**src/rtl/mux_nne1_rr_if.sv**
```systemverilog
// ---------------------------------------------------------------------------
// mux_nne1_rr_if
// Bus bundle for the N-to-1 registered selector.
//   in_data   N*WIDTH  channel data, channel i in in_data[i*WIDTH +: WIDTH]
//   in_valid  N        channel i has data
//   in_ready  N        channel i is accepted this cycle (one-hot or zero)
//   sel       SELW     explicit channel index (explicit-select mode only)
//   out_data  WIDTH    registered selected data
//   out_valid 1        out_data holds an untaken item
//   out_ready 1        consumer takes out_data this cycle
//   grant     SELW     index of the channel whose data is in out_data
// slave  : the selector itself.
// master : producers plus consumer (everything around the selector).
// ---------------------------------------------------------------------------
interface mux_nne1_rr_if #(
  parameter int WIDTH = 32,
  parameter int N     = 4
);
  localparam int SELW = $clog2(N);

  logic [N*WIDTH-1:0] in_data;
  logic [N-1:0]       in_valid;
  logic [N-1:0]       in_ready;
  logic [SELW-1:0]    sel;
  logic [WIDTH-1:0]   out_data;
  logic               out_valid;
  logic               out_ready;
  logic [SELW-1:0]    grant;

  modport slave (
    input  in_data, in_valid, sel, out_ready,
    output in_ready, out_data, out_valid, grant
  );

  modport master (
    output in_data, in_valid, sel, out_ready,
    input  in_ready, out_data, out_valid, grant
  );
endinterface

```
**src/rtl/mux_nne1_rr.sv**
```systemverilog
// ---------------------------------------------------------------------------
// mux_nne1_rr
// Registered N-to-1 selector with valid/ready on every input channel and on
// the output. A one-entry output buffer gives 1 item/cycle throughput under
// back-pressure-free operation and holds its contents while stalled.
//   MODE = 0 : bus.sel picks the channel; an out-of-range sel selects nothing.
//   MODE = 1 : round-robin among valid channels starting at an internal
//              pointer, which advances past the winner on every transfer.
// Ports:
//   clk_i   clock, all state updates on the rising edge
//   rst_ni  asynchronous active-low reset
//   bus     mux_nne1_rr_if.slave (see interface header for signal list)
// ---------------------------------------------------------------------------
module mux_nne1_rr #(
  parameter int WIDTH = 32,
  parameter int N     = 4,
  parameter int MODE  = 0
) (
  input  logic         clk_i,
  input  logic         rst_ni,
  mux_nne1_rr_if.slave bus
);
  localparam int SELW = $clog2(N);

  // Output buffer and arbitration state
  logic [WIDTH-1:0] out_q, out_d;
  logic             out_valid_q, out_valid_d;
  logic [SELW-1:0]  grant_q, grant_d;
  logic [SELW-1:0]  ptr_q, ptr_d;

  // Candidate channel for this cycle
  logic             load;
  logic             cand_ok;
  logic [SELW-1:0]  cand;
  logic             cand_valid;
  logic [WIDTH-1:0] cand_data;
  logic             xfer;
  int               idx;

  // Buffer can accept a new item when empty or being drained this cycle.
  assign load = ~out_valid_q | bus.out_ready;

  always_comb begin
    // NOTE: every signal driven here gets a default first, so no path can
    // leave it unassigned and infer a latch.
    cand    = '0;
    cand_ok = 1'b0;
    idx     = 0;
    if (MODE == 0) begin
      cand    = bus.sel;
      cand_ok = int'({1'b0, bus.sel}) < N;
    end else begin
      // Scan ptr, ptr+1, ... with explicit wrap so non-power-of-2 N never
      // visits a nonexistent channel.
      for (int k = 0; k < N; k++) begin
        idx = int'({1'b0, ptr_q}) + k;
        if (idx >= N) idx = idx - N;
        if (!cand_ok && bus.in_valid[idx]) begin
          cand_ok = 1'b1;
          cand    = SELW'(idx);
        end
      end
    end
  end

  // Data/valid of the candidate, plus the ready strobe back to it.
  always_comb begin
    cand_valid   = 1'b0;
    cand_data    = '0;
    bus.in_ready = '0;
    for (int i = 0; i < N; i++) begin
      if (cand == SELW'(i)) begin
        cand_valid = bus.in_valid[i];
        cand_data  = bus.in_data[i*WIDTH +: WIDTH];
      end
      bus.in_ready[i] = load & cand_ok & (cand == SELW'(i));
    end
  end

  assign xfer = load & cand_ok & cand_valid;

  always_comb begin
    out_d       = out_q;
    grant_d     = grant_q;
    out_valid_d = out_valid_q;
    ptr_d       = ptr_q;
    if (xfer) begin
      out_d       = cand_data;
      grant_d     = cand;
      out_valid_d = 1'b1;
      if (MODE != 0) ptr_d = (cand == SELW'(N - 1)) ? '0 : cand + 1'b1;
    end else if (bus.out_ready) begin
      // Drain without reload: data and grant keep their last values.
      out_valid_d = 1'b0;
    end
  end

  // NOTE: state registers use non-blocking assignments so every flop samples
  // its _d value from before the edge, independent of statement order.
  always_ff @(posedge clk_i or negedge rst_ni) begin
    if (!rst_ni) begin
      out_q       <= '0;
      out_valid_q <= 1'b0;
      grant_q     <= '0;
      ptr_q       <= '0;
    end else begin
      out_q       <= out_d;
      out_valid_q <= out_valid_d;
      grant_q     <= grant_d;
      ptr_q       <= ptr_d;
    end
  end

  assign bus.out_data  = out_q;
  assign bus.out_valid = out_valid_q;
  assign bus.grant     = grant_q;

endmodule

```
**src/flat_wrapper.sv**
```systemverilog
// flat-port wrapper written by rule: the top's interface ports become plain ports
module mux_nne1_rr_flat 
#(
  parameter int WIDTH = 32,
  parameter int N     = 4,
  parameter int MODE  = 0
)
  (clk_i, rst_ni, bus_in_data, bus_in_valid, bus_sel, bus_out_ready, bus_in_ready, bus_out_data, bus_out_valid, bus_grant);
  mux_nne1_rr_if #(.WIDTH(WIDTH), .N(N)) bus_i ();
  input  logic clk_i;
  input  logic rst_ni;
  input wire logic [$bits(bus_i.in_data)-1:0] bus_in_data;
  input wire logic [$bits(bus_i.in_valid)-1:0] bus_in_valid;
  input wire logic [$bits(bus_i.sel)-1:0] bus_sel;
  input wire logic [$bits(bus_i.out_ready)-1:0] bus_out_ready;
  output wire logic [$bits(bus_i.in_ready)-1:0] bus_in_ready;
  output wire logic [$bits(bus_i.out_data)-1:0] bus_out_data;
  output wire logic [$bits(bus_i.out_valid)-1:0] bus_out_valid;
  output wire logic [$bits(bus_i.grant)-1:0] bus_grant;
  assign bus_i.in_data = bus_in_data;
  assign bus_i.in_valid = bus_in_valid;
  assign bus_i.sel = bus_sel;
  assign bus_i.out_ready = bus_out_ready;
  assign bus_in_ready = bus_i.in_ready;
  assign bus_out_data = bus_i.out_data;
  assign bus_out_valid = bus_i.out_valid;
  assign bus_grant = bus_i.grant;
  mux_nne1_rr #(.WIDTH(WIDTH), .N(N), .MODE(MODE)) u_core (.clk_i(clk_i), .rst_ni(rst_ni), .bus(bus_i));
endmodule
```
**config.mk**
```make
export PLATFORM = sky130hd
export DESIGN_NAME = mux_nne1_rr_flat
export DESIGN_NICKNAME = d
export VERILOG_FILES = /design/src/rtl/mux_nne1_rr_if.sv /design/src/rtl/mux_nne1_rr.sv /design/src/flat_wrapper.sv
export SDC_FILE = /design/constraint.sdc
export NUM_CORES = 1
export LEC_CHECK = 0
export CORE_ASPECT_RATIO = 1.4
export CORE_MARGIN = 3
export CORE_UTILIZATION = 31
export DETAILED_ROUTE_END_ITERATION = 10
export PLACE_DENSITY = 0.78
export SYNTH_ARGS = -nofsm -noshare
export SYNTH_HDL_FRONTEND = slang
export SYNTH_SLANG_ARGS = --single-unit
```
**constraint.sdc**
```tcl
create_clock -name clk_i -period 1.65 [get_ports clk_i]
set_clock_uncertainty 0.2 [all_clocks]
set_input_delay 0.495 -clock clk_i [delete_from_list [all_inputs] [get_ports clk_i]]
set_output_delay 0.495 -clock clk_i [all_outputs]
set_load 0.01 [all_outputs]
```
After elaboration in Yosys (flattened, before gate mapping)
Index checks and enable logic that the tools add are counted.
- input port bits: 137
- memory bits (read-only): 0
- flip-flop bits (word level): 35
- latch bits: 0
- memories kept: 0
- output and inout bits: 39
- memory bits (writable): 0
- word-level logic and storage cells: 25
- reduce and logical (&&, ||, !) cells: 2
- order comparisons: 0
- bitwise logic cells: 7
- equal/unequal tests: 3
- muxes and demuxes: 10
- $add $sub $neg: 0
- multipliers: 0
- shift-type cells: 0
- div/mod/pow operators: 0
- operators by type and width (kind ; count):
    32-bit two-way mux ; 4
    1-bit two-way mux ; 6
    1-bit AND ; 5
    2-bit equality test (second input constant) ; 2
    2-bit by 1-bit equality test with 1-bit output (second input constant) ; 1
    2-bit logical NOT ; 1
    2-bit nonzero test ; 1
    1-bit NOT ; 1
    1-bit bitwise OR ; 1

Longest topological paths before layout
Gate-level depths: netlist (run 1).
- depth in word-level cells: 7
- mapped depth: 6
- gate-level depth less buffers: 4

Worst setup path after synthesis (run 1)
OpenSTA, ideal clock, no wires.
- kind: in2out
- start point: input bus_sel[1]
- end point: output bus_in_ready[2]
- buffers on the path: 2
- path slack: -344 ps
- data required time: 955 ps
- arrival time: 1299 ps
- stages on the path: 3
- path through: buf_2 > buf_1 > nor3b_1
- longest elaborated chain between the ends: 2
- RTL lines (what ; line ; source):
    start: declaration ; flat_wrapper.sv:14 ; input wire logic [$bits(bus_i.sel)-1:0] bus_sel;
    2-bit equality test ; mux_nne1_rr.sv:76 ; bus.in_ready[i] = load & cand_ok & (cand == SELW'(i));
    1-bit AND ; mux_nne1_rr.sv:76 ;
    end: declaration ; flat_wrapper.sv:16 ; output wire logic [$bits(bus_i.in_ready)-1:0] bus_in_ready;
Every way passes these cells.

Final worst setup path (run 1)
- start point: register u_core.out_valid_q (netlist: u_core.bus.out_valid)
- end point: register u_core.out_q[1] (netlist: u_core.bus.out_data[1])
- longest elaborated chain between the ends: 3
- RTL lines (what ; line ; source):
    start: declaration ; mux_nne1_rr.sv:27 ; logic out_valid_q, out_valid_d;
    start signal: assignment ; mux_nne1_rr.sv:108 ; out_valid_q <= out_valid_d;
    1-bit NOT ; mux_nne1_rr.sv:41 ; assign load = ~out_valid_q | bus.out_ready;
    1-bit bitwise OR ; mux_nne1_rr.sv:41 ;
    1-bit AND ; mux_nne1_rr.sv:80 ; assign xfer = load & cand_ok & cand_valid;
    end signal: assignment ; mux_nne1_rr.sv:107 ; out_q <= out_d;
    end: declaration ; mux_nne1_rr.sv:26 ; logic [WIDTH-1:0] out_q, out_d;
Every way passes these cells.
A chain may end at the register's enable or synchronous reset.

==> results of run 1 <==
==> state kept, by name, summed over array words and instances, names as in the netlist <==
signal and cells:
u_core.bus.out_data 32, u_core.bus.grant 2, u_core.bus.out_valid 1
==> repair_timing <==
action                                  CTS  global route
resized for setup                       104            15
setup buffers                             5             1
pin swaps                                 4             4
endpoints found under the hold margin    35             0
hold buffers                              1             0
cloned                                    4             0
endpoints found under the setup margin   72            51
==> stage by stage <==
step           util [%]  setup slack (ns)  cells
4_1_cts            63.9            -0.328    415
2_1_floorplan         -            -0.214    128
3_3_place_gp       59.6            -0.896    398
5_1_grt            63.0            -0.304    414
6_report           63.0            -0.263    414
3_5_place_dp       59.6            -0.910    398
==> path summary, 6_finish.rpt <==
kind	endpoint	slack [ns]	depth (start not counted)
min in group asynchronous	u_core.bus.out_data[27]	0.53	3
max in group asynchronous	u_core.bus.out_data[13]	0.53	3
min	u_core.bus.out_data[30]	0.31	1
max reg2reg	u_core.bus.out_data[1]	-0.26	8
max	u_core.bus.out_data[1]	-0.26	8
min reg2reg	u_core.bus.out_data[30]	0.31	1
==> final cells by class <==
| type | count | area, um^2 | share of cell area, % |
|---|---|---|---|
| clock inverter | 1 | 5.00 | 0.112 |
| tap | 95 | 119 | 2.65 |
| inverter | 1 | 3.75 | 0.0838 |
| sequential | 35 | 876 | 19.5 |
| multi-input combinational | 80 | 1410 | 31.5 |
| clock buffer | 6 | 82.6 | 1.84 |
| timing repair buffer | 196 | 1980 | 44.2 |
==> kinds of logic (layout without fill, tap and decap cells) <==
group | Yosys count | in the layout | synth area share (%)
muxes | 67 | 67 | 53.9
DFF | 35 | 35 | 37.5
buffers and inverters | 13 | 204 | 4.98
and+or+nand+nor | 10 | 10 | 2.57
AOI/OAI and AO/OA | 3 | 3 | 1.02
==> layer usage <==
metal	wire (um)	GRT usage [%]	vias up	part of all wire, %
met4	101	4.67	0	1.3
met2	4610	36.9	99	59
li1	-	-	908	-
met3	576	5.04	8	7.4
met1	2530	19.6	998	32
met5	0	0	-	0
==> cell usage in the layout (no fill, tap or decap), drive strengths merged <==
master	count
clkdlybuf4s15	27
o21ba	1
and3	1
dfrtp	35
buf	27
nor3	2
nor2	1
nor3b	1
o22ai	1
nand2b	2
inv	1
nand2	2
a21o	1
clkbuf	13
bufbuf	1
dlygate4sd2	5
mux4	32
clkinv	1
mux2	33
clkdlybuf4s50	128
nor2b	1
mux2i	2
dlygate4sd3	1
==> report_power, final <==
part / total, mW / internal, mW / switching (mW) / leakage, nW
logic: 1.59 / 1.07 / 0.512 / 1.48
registers: 1.21 / 1.08 / 0.127 / 0.408
clock network: 0.627 / 0.328 / 0.299 / 0.0470
total: 3.42 / 2.48 / 0.938 / 1.93
==> impl_metrics.json, run 1 <==
{
  "gp_congestion": 0.716,
  "first_iter_violations": 42,
  "path_clk_slew_ns": 0.07,
  "die_h_um": 109,
  "path_cells": "buf_4, nand2b_4, nand2_2, buf_4, o21ba_4, buf_12, buf_12, mux2_4",
  "criticalPathCategory": "reg2reg",
  "area_delta_synth_final_pct": 92.0,
  "clk_latency_ns": 0.28,
  "row_count": 36,
  "path_delay_family": "buffers and inverters",
  "finalHoldViolCount": 0,
  "cts_sinks": 35,
  "drc": 0,
  "tns_ns": -8.92,
  "synth_seq_area_share_pct": 37.5,
  "grt_pass1_wl_um": 12300,
  "fillers": 589,
  "layout.nets": 456,
  "die_area_um2": 8620,
  "drt-wirelength-per-cell_um": 18.9,
  "cts_tree": "done",
  "htreeDepth": 2,
  "reg2reg_from": "u_core.bus.out_valid",
  "slowest_delay_ns": 0.40,
  "critPathLaunch": "u_core.bus.out_valid",
  "track_usage_pct": 18.9,
  "synth_most_common_cell": "dfrtp_1",
  "ir_drop_mv": 0.371,
  "critPathBufInv": 4,
  "worstMarginPinSlew_ns": 0.209,
  "synth-seq-cells": 35,
  "drive_above_1_share_pct": 33.9,
  "synth_edf_count": 0,
  "n_antenna_cell": 0,
  "grt_pass1_vias": 2402,
  "min_period_over_period_pct": 116,
  "num_vias": 2013,
  "ant_nets": 0,
  "rsz0062_at_grt": "true",
  "dpl_cell_area_um2": 4240,
  "yosysTopAreaCell": "dfrtp_1",
  "power_density_nw_per_um2": 763,
  "finalSetupViolCount": 38,
  "synthFlopType": "dfrtp_1",
  "ys_types": 22,
  "viasPerCell": 4.86,
  "synth_commonest_cells": "dfrtp_1 (35), mux2_4 (30), mux4_2 (23)",
  "status": "finished, violations left",
  "synth_top_area_share_pct": 37.5,
  "hold_start": "u_core.bus.out_data[30]",
  "pin_count": 176,
  "first_pass_iters": 4,
  "final_area_um2": 4480,
  "fmax_mhz": 523,
  "synth_nets": 265,
  "slew_headroom_pct": 85.8,
  "critPathMaxFanout": 8,
  "initial_utilization_pct": 32.8,
  "portBuffers": 175,
  "clock-root-buffer": "clkbuf_8",
  "grt_antenna_before_repair": 0,
  "crit_slowest_cell": "dfrtp_1",
  "worst_ep_required_time_ns": 1.61,
  "cts_buffer_depth": 2,
  "grt_remaining_overflow": 0,
  "synth.avg_cell_area_um2": 18.2,
  "dpl.hpwl_um": 6130,
  "cts_buffers": 5,
  "p_total_mw": 3.42,
  "synth_area_leaders": "dfrtp_1 (38%), mux4_2 (22%), mux2_4 (19%), mux4_1 (10%), buf_6 (3.4%)",
  "drv_cap": 0,
  "grt_max_degree": 36,
  "synthCells": 128,
  "layout_setup_ws_ns": -0.263,
  "holdWs_ns": 0.306,
  "violations": "setup timing",
  "leakagePower_nw": 1.93,
  "netlist_area_um2": 2330,
  "slew_viol_final": 0,
  "die_w_um": 79.3,
  "hp-class": "reg2reg",
  "critPathArrivalTime_ns": 1.87,
  "synth_warnings": 0,
  "cp-end-kind": "flop",
  "wirelength_um": 7830,
  "async_reset_ff_share_pct": 100,
  "crit_path_start_kind": "flop",
  "core-area_um2": 7120,
  "fin_crit_ns": 1.91
}
Power figures use the tool's default switching activity.
==> run 2: changes to the inputs <==
--- a/config.mk
+++ b/config.mk
@@ -5,6 +5,7 @@
 export SDC_FILE = /design/constraint.sdc
 export NUM_CORES = 1
 export LEC_CHECK = 0
+export CAP_MARGIN = 10
 export CORE_ASPECT_RATIO = 1.4
 export CORE_MARGIN = 3
 export CORE_UTILIZATION = 31
==> results of run 2 <==
Final layout, timing and power as in run 1 (identical DEF).
